## config.mk

```make
export PLATFORM = sky130hd
export DESIGN_NAME = mul_div_unit
export DESIGN_NICKNAME = d
export VERILOG_FILES = /design/src/rtl/mul_div_unit.sv
export SDC_FILE = /design/constraint.sdc
export NUM_CORES = 1
export LEC_CHECK = 0
export BUFFER_PORTS_ARGS = -buffer_cell sky130_fd_sc_hd__buf_4
export CAP_MARGIN = 20
export CORE_AREA = 2 2 209 211
export CTS_CLUSTER_DIAMETER = 30
export DETAILED_ROUTE_END_ITERATION = 12
export DIE_AREA = 0 0 211 213
export GPL_ROUTABILITY_DRIVEN = 0
export PLACE_DENSITY = 0.53
export SKIP_CTS_REPAIR_TIMING = 1
export SYNTH_ARGS = -nofsm -noshare
export SYNTH_HDL_FRONTEND = slang
export SYNTH_SLANG_ARGS = --single-unit
```

## constraint.sdc

```tcl
create_clock -name clk -period 4.71 [get_ports clk]
set_clock_uncertainty 0.05 [all_clocks]
set_input_delay 1.413 -clock clk [delete_from_list [all_inputs] [get_ports clk]]
set_output_delay 1.413 -clock clk [all_outputs]
set_load 0.01 [all_outputs]
```

## src/rtl/mul_div_unit.sv

```systemverilog
// rtl/mul_div_unit.sv - iterative 32-bit multiply/divide unit producing HI/LO register writes
module mul_div_unit (
  input  logic        clk,
  input  logic        rst,
  input  logic        start,
  input  logic [1:0]  op,
  input  logic [31:0] src_a,
  input  logic [31:0] src_b,
  input  logic        cancel,
  output logic        busy,
  output logic        write_en,
  output logic [31:0] hi_write_data,
  output logic [31:0] lo_write_data
);

  typedef enum logic [1:0] {IDLE, CALC, DONE} state_t;

  state_t      state;
  logic [4:0]  count;
  logic        last;
  logic        is_div;
  logic        div_zero;
  logic        neg_res;
  logic        neg_rem;
  logic [31:0] a_raw;
  logic [31:0] addend;
  logic [63:0] acc;

  logic        signed_op, a_neg, b_neg;
  logic [31:0] a_abs, b_abs;
  logic [32:0] sum, rem_shift, diff;
  logic [63:0] mul_next, div_next, prod;
  logic [31:0] quo, rem;

  assign busy     = (state != IDLE);
  assign write_en = (state == DONE);

  // acc holds {upper, multiplier} for multiply and {remainder, quotient} for divide
  always_comb begin
    signed_op = ~op[0];
    a_neg     = signed_op & src_a[31];
    b_neg     = signed_op & src_b[31];
    a_abs     = a_neg ? (~src_a + 32'd1) : src_a;
    b_abs     = b_neg ? (~src_b + 32'd1) : src_b;
    sum       = {1'b0, acc[63:32]} + {1'b0, addend};
    rem_shift = {acc[63:32], acc[31]};
    diff      = rem_shift - {1'b0, addend};
    mul_next  = acc[0] ? {sum, acc[31:1]} : {1'b0, acc[63:1]};
    div_next  = diff[32] ? {rem_shift[31:0], acc[30:0], 1'b0}
                         : {diff[31:0], acc[30:0], 1'b1};
    prod      = neg_res ? (~acc + 64'd1) : acc;
    quo       = neg_res ? (~acc[31:0] + 32'd1) : acc[31:0];
    rem       = neg_rem ? (~acc[63:32] + 32'd1) : acc[63:32];
  end

  always_ff @(posedge clk or negedge rst) begin
    if (!rst) begin
      state         <= IDLE;
      count         <= 5'd0;
      last          <= 1'b0;
      is_div        <= 1'b0;
      div_zero      <= 1'b0;
      neg_res       <= 1'b0;
      neg_rem       <= 1'b0;
      a_raw         <= 32'd0;
      addend        <= 32'd0;
      acc           <= 64'd0;
      hi_write_data <= 32'd0;
      lo_write_data <= 32'd0;
    end else if (cancel) begin
      state <= IDLE;
      count <= 5'd0;
      last  <= 1'b0;
    end else begin
      case (state)
        IDLE: begin
          if (start) begin
            state    <= CALC;
            count    <= 5'd0;
            last     <= 1'b0;
            is_div   <= op[1];
            div_zero <= (src_b == 32'd0);
            neg_res  <= a_neg ^ b_neg;
            neg_rem  <= a_neg;
            a_raw    <= src_a;
            addend   <= op[1] ? b_abs : a_abs;
            acc      <= op[1] ? {32'd0, a_abs} : {32'd0, b_abs};
          end
        end
        CALC: begin
          if (!last) begin
            acc   <= is_div ? div_next : mul_next;
            count <= count + 5'd1;
            if (count == 5'd31) last <= 1'b1;
          end else begin
            // extra cycle after the 32nd iteration applies sign/zero fix-ups
            state <= DONE;
            last  <= 1'b0;
            if (!is_div) begin
              hi_write_data <= prod[63:32];
              lo_write_data <= prod[31:0];
            end else if (div_zero) begin
              hi_write_data <= a_raw;
              lo_write_data <= 32'hFFFF_FFFF;
            end else begin
              hi_write_data <= rem;
              lo_write_data <= quo;
            end
          end
        end
        DONE:    state <= IDLE;
        default: state <= IDLE;
      endcase
    end
  end

endmodule

```

* Word-level counts from Yosys, hierarchy flattened *
Index checks and enable logic that the tools add are counted.

operators by class
  add/subtract/negate cells = 8
  equal/unequal tests = 8
  muxes and demuxes = 30
  bitwise logic cells = 10
  reductions and logical operators = 11

operators by type and width
  kind                     number
  $mux W64                 6
  $mux W32                 10
  $add A32 B1 Y32 const B  4
  $not A32 Y32             4
  $pmux W64 S2             1
  $add A64 B1 Y64 const B  1
  $not A64 Y64             1
  $add A32 B32 Y33         1
  $sub A33 B32 Y33         1
  $logic_not A32 Y1        1
  $mux W5                  3
  $pmux W5 S2              1
  $ne A3 B3 Y1 const B     3
  $reduce_and A3 Y1        3
  $mux W2                  3
  $add A5 B1 Y5 const B    1
  $eq A5 B5 Y1 const B     1
  $mux W1                  4
  $ne A2 B2 Y1 const B     2
  $pmux W2 S2              1
  $reduce_and A2 Y1        2
  $reduce_and A4 Y1        1
  $reduce_bool A2 Y1       2
  $reduce_bool A3 Y1       1
  other kinds (7)          9

word-level totals
  bits in registers = 204
  input port bits = 70
  word-level logic and storage cells = 79

* Depth between registers and ports, before layout *
Gate-level depths: netlist of the first run.

  depth after elaboration = 6
  mapped depth = 15
  mapped depth without buffers = 13

* Worst setup path after synthesis of the first run *
Ideal clock, no wire load.

  path type = input to register
  start point = input src_b[17]
  end point = register acc[30]
  setup time = 121 ps
  arrival = 3928 ps
  data required time = 4539 ps
  path slack = 611 ps
  stages on the path = 10
  path buffers = 1
  cell sequence = or4_1 or3_1 or4_1 clkbuf_1 or3_1 o41ai_2 xnor2_1 mux2i_1 nand2_1 a22o_1

between the ends
  word-level cells in the longest chain between the ends = 6

RTL lines
  item                    RTL line  text
  start: declaration      8         input logic [31:0] src_b,
  $not A32 Y32            44        b_abs = b_neg ? (~src_b + 32'd1) : src_b;
  $add A32 B1 Y32         44
  $mux W32                44
  $mux W32                87        acc <= op[1] ? {32'd0, a_abs} : {32'd0, b_abs};
  $mux W64                77        if (start) begin
  $pmux W64 S2            75        case (state)
  end signal: assignment  87
  end signal: assignment  92        acc <= is_div ? div_next : mul_next;
  end: declaration        27        logic [63:0] acc;

No other way between the ends. The select of a mux whose other input is x is not followed.
A chain may end at the register's enable or synchronous reset.

* Worst setup path after layout of the first run *
  start point = register acc[56]
  end point = register acc[43]

between the ends
  word-level cells in the longest chain between the ends = 5

RTL lines
  item              RTL line  text
  $sub A33 B32 Y33  47        diff = rem_shift - {1'b0, addend};
  $mux W64          49        div_next = diff[32] ? {rem_shift[31:0], acc[30:0], 1'b0}
  $mux W64          92
  $mux W64          91        if (!last) begin
  $pmux W64 S2      75

No other way between the ends. The select of a mux whose other input is x is not followed.

==> reports/results.tsv, run 1 <==
stage	metric	value	unit
run_status	outcome	finished, final reports clean	
timing	Setup TNS Final	0	ns
power_and_ir_drop	Peak VDD IR	0.2899	mV
timing	worst slew pin tran	0.9072	ns
logic_synthesis	Syn Nets	2276	
setup_path	CP required	5.12	ns
timing	Fin. Hold Viols	0	
timing	Final Max Tran Viols	0	
power_and_ir_drop	combinational share of power	0.441	
setup_path	CP max FO	21	
timing	Final period util	0.8693	
flow_run	max_cap viols	0	
global_route	initial antenna violation count	1	
power_and_ir_drop	Pwr Density	608.7	nW/µm²
final_layout	Final nets	2370	
logic_synthesis	ys async rst share	1.000	
global_route	vias in the first global route	16003	
power_and_ir_drop	switching fraction of total power	0.4055	
clock_network	Skew-Pair Late Insertion Delay	0.57	ns
die	core area	42700	µm²
timing	max_slew headroom	0.3952	
logic_synthesis	Top FF cell, synth	dfrtp_1	
power_and_ir_drop	clock share of power	0.352	
logic_synthesis	Post-Synthesis Cells	2134	
final_layout	share of cells above drive strength 1	0.1588	
global_route	remaining global-route overflow	0	
die	row count	76	
logic_synthesis	Post-synth EDFFs	0	
route	vias per std cell	5.741	
route	DRT Pass-1 Iters	5	
setup_path	highest cell delay on the worst timing path	0.67	ns
route	iteration-0 DRC count of the detailed router	1205	
timing	Fmax	0.2442	GHz
power_and_ir_drop	net switching power	5.108	mW
clock_network	CTS tree	built	
timing	fin crit period	4.094	ns
logic_synthesis	register bit total from synthesis	204	
die	DIE AREA	44940	µm²
global_route	largest net degree at the start of global routing	95	
final_layout	number of fill cells in the layout	4181	
route	Final ANT Viol Nets	0	
route	DRC	0	
logic_synthesis	Synth cell types	73	
clock_network	Root Buffer	clkbuf_16	
timing	RSZ-0062 raised after global routing	false	
clock_network	clk sink count	204	
power_and_ir_drop	leakage	9.208	nW
die	initial core utilization	0.3954	
placed_design	Port Buffer Count	135	
final_layout	end-of-flow core utilization	0.4847	
route	via count	16230	
setup_path	critical path type	flip-flop to flip-flop	
logic_synthesis	Seq/Total Area, Yosys	0.3024	
global_route	first-pass GRT wire length	93570	µm
setup_path	CP cell instances	ha_1 -> a211oi_1 -> o21ai_0 -> a211oi_1 -> o31ai_1 -> buf_4 -> nor3_1 -> a21oi_1 -> xnor2_2 -> buf_12 -> mux2i_1 -> a21oi_1 -> a22o_1	
setup_path	Buf/Inv on CP	2	
logic_synthesis	Yosys warnings	0	
logic_synthesis	Mapped Area	16880	µm²
setup_path	CP endpoint kind	flip-flop	
clock_network	H-tree Lvls	3	
route	Routed Wire Length	59600	µm
timing	setup violators final	0	
route	WL per Instance	21.08	µm
final_layout	synth-to-layout area growth	22.59	%
die	I/O Pins	136	
placed_design	Post-DP HPWL	44810	µm
setup_path	CP top delay family	compound AO/OA/AOI/OAI gates	
setup_path	CP Launch Type	flip-flop	
clock_network	clock slew at reported path FFs	0.04	ns
power_and_ir_drop	sequential power share	0.207	
setup_path	CP max stage cell	dfrtp_1	
global_route	GRT Util Overall	0.2697	
hold_path	worst hold path type	flip-flop to flip-flop	
die	die height	213	µm
die	Die Width	211	µm
logic_synthesis	Post-Syn Area per Cell	7.911	µm²
clock_network	Inserted Clock Buffers	67	
clock_network	worst-case clock buffer depth	3	
setup_path	critical path data arrival time	4.50	ns
power_and_ir_drop	Pint	7.489	mW
[area by class of cell]
type	instances	area, µm²	area share
Antenna cell	1	2.502	0.0001209
Clock buffer	91	1931	0.09328
Clock inverter	30	349.1	0.01687
Inverter	65	244.0	0.01179
Multi-Input combinational cell	1709	10960	0.5295
Sequential cell	204	5111	0.2470
Tap cell	546	683.2	0.03301
Timing Repair Buffer	181	1416	0.06844
[kinds of logic after synthesis]
logic type | Yosys count | share of synthesized area
flip-flops | 204 | 0.3024
AND/OR/NAND/NOR | 640 | 0.1732
adder cells (fa/ha/maj) | 72 | 0.05425
multiplexers | 130 | 0.08004
AO/OA/AOI/OAI | 669 | 0.2374
buffers and inverters | 221 | 0.05003
XOR/XNOR | 198 | 0.1027
[registers in the layout, indices dropped and copies added, names as in the netlist]
| name | flops |
|---|---|
| count | 5 |
| neg_res | 1 |
| addend | 32 |
| div_zero | 1 |
| lo_write_data | 32 |
| hi_write_data | 32 |
| is_div | 1 |
| a_raw | 32 |
| neg_rem | 1 |
| acc | 64 |
| state | 2 |
| last | 1 |
[synth_stat cells, drive strengths merged (16+ instances only)]
library cell,n,area (µm²)
nand2,237,889.6
a21oi,230,1151
o21ai,225,1126
dfrtp,204,5105
nor2,202,758.2
clkbuf,131,491.7
xnor2,117,1025
mux2i,90,900.9
xor2,81,709.4
ha,70,875.8
inv,62,232.7
a21o,44,330.3
mux2,40,450.4
nor3,31,155.2
nand2b,28,175.2
o31ai,28,224.0
a211oi,25,187.7
buf,25,108.9
or3,24,150.1
nand3,21,105.1
nor4,17,121.4
or4,17,135.1
a31oi,16,100.1
o221ai,16,140.1
[metal layers]
metal  track usage  vias up  routed length [µm]
met4       0.09932        0                2027
met1        0.3685     7859               26930
li1              -     7793                   -
met3       0.05324      109                3835
met2        0.4228      469               26800
met5             0        -                   0
[worst paths after layout]
check	to	slack, ns	start	cells past startpoint
max	acc[43]	0.62	acc[56]	13
min	hi_write_data[22]	0.43	hi_write_data[22]	2
max reg2reg	acc[43]	0.62	acc[56]	13
min reg2reg	hi_write_data[22]	0.43	hi_write_data[22]	2
max in group asynchronous	div_zero	2.77	rst	2
min in group asynchronous	count[3]	0.83	rst	1
[per-stage QoR]
stage	instance area [µm²]	cells	setup WS [ns]	power, mW	hold WS, ns
floorplan	16880	2134	0.6113	6.469	0.3996
global placement	18390	2704	0.2874	8.016	0.4124
detailed placement	18390	2704	0.2833	8.080	0.4154
CTS	20670	2825	0.6273	12.60	0.4305
global route	20690	2826	0.2392	13.45	0.4470
finish	20700	2827	0.6156	12.60	0.4263
[worst reg2reg max path: stages, from the launching register on]
cell      delay, ns
dfrtp_1        0.67
ha_1           0.41
a211oi_1       0.31
o21ai_0        0.21
a211oi_1       0.29
o31ai_1        0.09
buf_4          0.16
nor3_1         0.17
a21oi_1        0.12
xnor2_2        0.65
buf_12         0.27
mux2i_1        0.26
a21oi_1        0.10
a22o_1         0.23
[power groups by stage]
stage	Combinational, mW	Sequential [mW]	Clock (mW)
detailed placement	5.47	2.61	0
global route	6.19	2.65	4.61
global placement	5.41	2.60	0
floorplan	4.20	2.27	0
CTS	5.51	2.59	4.51
finish	5.55	2.60	4.44
[cells in the final DEF (no fill, tap or decap), drive strengths merged, types with 70 or more instances in the layout]
cell type,n
a21oi,230
buf,181
clkbuf,91
dfrtp,204
ha,70
mux2i,90
nand2,237
nor2,202
o21ai,225
xnor2,117
xor2,81
Note: power is estimated with default switching activity, not from simulation.
==> inputs of run 2 (changes only) <==
Settings changed: CTS_BUF_LIST from default to sky130_fd_sc_hd__clkbuf_8, PLACE_DENSITY 0.53 to default, PLACE_DENSITY_LB_ADDON from default to 0.15.
==> reports/results.tsv, run 2 (synthesis gave the netlist of run 1 again) <==
stage	metric	value	unit
timing	Final Max Tran Viols	0	
timing	setup violators final	0	
die	DIE AREA	44940	µm²
placed_design	Port Buffer Count	135	
route	Routed Wire Length	59430	µm
final_layout	Final nets	2374	
timing	max_slew headroom	0.3338	
final_layout	end-of-flow core utilization	0.4666	
clock_network	Inserted Clock Buffers	61	
timing	Fmax	0.2484	GHz
final_layout	max FFs per register	64	
die	core area	42700	µm²
timing	Final period util	0.8548	
setup_path	CP max stage cell	xnor2_2	
die	initial core utilization	0.3954	
global_route	remaining global-route overflow	0	
route	DRC	0	
global_route	vias in the first global route	15622	
setup_path	CP required	5.21	ns
die	Die Width	211	µm
setup_path	critical path data arrival time	4.52	ns
setup_path	CP top delay family	compound AO/OA/AOI/OAI gates	
final_layout	most common cell after layout, fill and taps aside	nand2_1	
timing	RSZ-0062 raised after global routing	false	
route	vias per std cell	5.767	
power_and_ir_drop	leakage	8.935	nW
timing	Final WS setup	0.6841	ns
setup_path	CP cell instances	ha_1 -> o21ai_0 -> o21ai_0 -> a211oi_1 -> o31ai_1 -> buf_4 -> nor3_1 -> a21oi_1 -> xnor2_2 -> buf_4 -> mux2i_1 -> a21oi_1 -> a22o_1	
final_layout	share of cells above drive strength 1	0.1594	
timing	Setup TNS Final	0	ns
power_and_ir_drop	Peak VDD IR	0.2354	mV
power_and_ir_drop	Pwr Density	557.9	nW/µm²
clock_network	worst-case clock buffer depth	3	
global_route	largest net degree at the start of global routing	104	
global_route	GRT Util Overall	0.2645	
die	die height	213	µm
timing	fin crit period	4.026	ns
clock_network	Root Buffer	clkbuf_8	
setup_path	highest cell delay on the worst timing path	0.69	ns
timing	worst slew pin tran	0.9931	ns
setup_path	CP Launch Type	flip-flop	
clock_network	Skew-Pair Late Insertion Delay	0.68	ns
timing	Hold WS	0.4265	ns
die	row count	76	
placed_design	Post-DP HPWL	44920	µm
timing	Fin. Hold Viols	0	
final_layout	# diodes	0	
route	via count	16320	
power_and_ir_drop	Overall Power	11.12	mW
clock_network	clk sink count	204	
route	DRT Pass-1 Iters	7	
final_layout	Most flops, register	acc	
global_route	initial antenna violation count	0	
route	Final ANT Viol Nets	0	
final_layout	commonest cells after routing, fill and taps aside	nand2_1 (235), a21oi_1 (229), o21ai_0 (204)	
clock_network	CTS tree	built	
clock_network	H-tree Lvls	2	
route	iteration-0 DRC count of the detailed router	1233	
setup_path	CP endpoint kind	flip-flop	
route	WL per Instance	21.00	µm
setup_path	Buf/Inv on CP	2	
die	I/O Pins	136	
placed_design	pre-CTS setup slack	0.3524	ns
flow_run	max_cap viols	0	
final_layout	synth-to-layout area growth	18.01	%
clock_network	clock slew at reported path FFs	0.05	ns
global_route	first-pass GRT wire length	91870	µm
setup_path	critical path type	flip-flop to flip-flop	
hold_path	worst hold path type	flip-flop to flip-flop	
run_status	outcome	finished, final reports clean	
setup_path	CP max FO	15	
-- run 2: cell type report --
type	instances	area, µm²
Fill cell	4204	22770
Multi-Input combinational cell	1709	10960
Sequential cell	204	5111
Timing Repair Buffer	191	1454
Clock buffer	75	1032
Tap cell	546	683.2
Clock inverter	40	439.2
Inverter	65	244.0
-- run 2: worst paths after layout --
kind                                  start               end  slack (ns)  depth (start not counted)
max                                 acc[57]           acc[43]        0.68                         13
min                        hi_write_data[3]  hi_write_data[3]        0.43                          2
max reg2reg                         acc[57]           acc[43]        0.68                         13
min reg2reg                hi_write_data[3]  hi_write_data[3]        0.43                          2
max in group asynchronous               rst  lo_write_data[6]        2.90                          2
min in group asynchronous               rst          count[1]        0.76                          1
-- run 2: layer usage --
metal,vias up,global-route usage,wire length (µm),part of all wire
li1,7806,-,-,-
met1,7898,0.3638,26950,0.45
met2,505,0.4195,27110,0.46
met3,111,0.04383,3406,0.057
met4,0,0.09471,1966,0.033
met5,-,0,0,0
-- run 2: stage by stage --
step           cell area [µm²]  std cells
2_1_floorplan            16880       2134
3_3_place_gp             18450       2715
3_5_place_dp             18450       2715
4_1_cts                  19920       2830
5_1_grt                  19920       2830
6_report                 19920       2830
-- run 2: worst min-delay path: cells and delay by family, from the launching register on --
kind,cells,cell delay [ns]
simple gates,2,0.11
flops,1,0.34
-- run 2: where the power goes --
part / switching [mW] / total (mW) / leakage, nW / internal (mW)
clock network: 1.05 / 2.99 / 0.816 / 1.94
registers: 0.599 / 2.64 / 2.64 / 2.04
logic: 3.21 / 5.49 / 5.48 / 2.29
total: 4.85 / 11.1 / 8.93 / 6.26
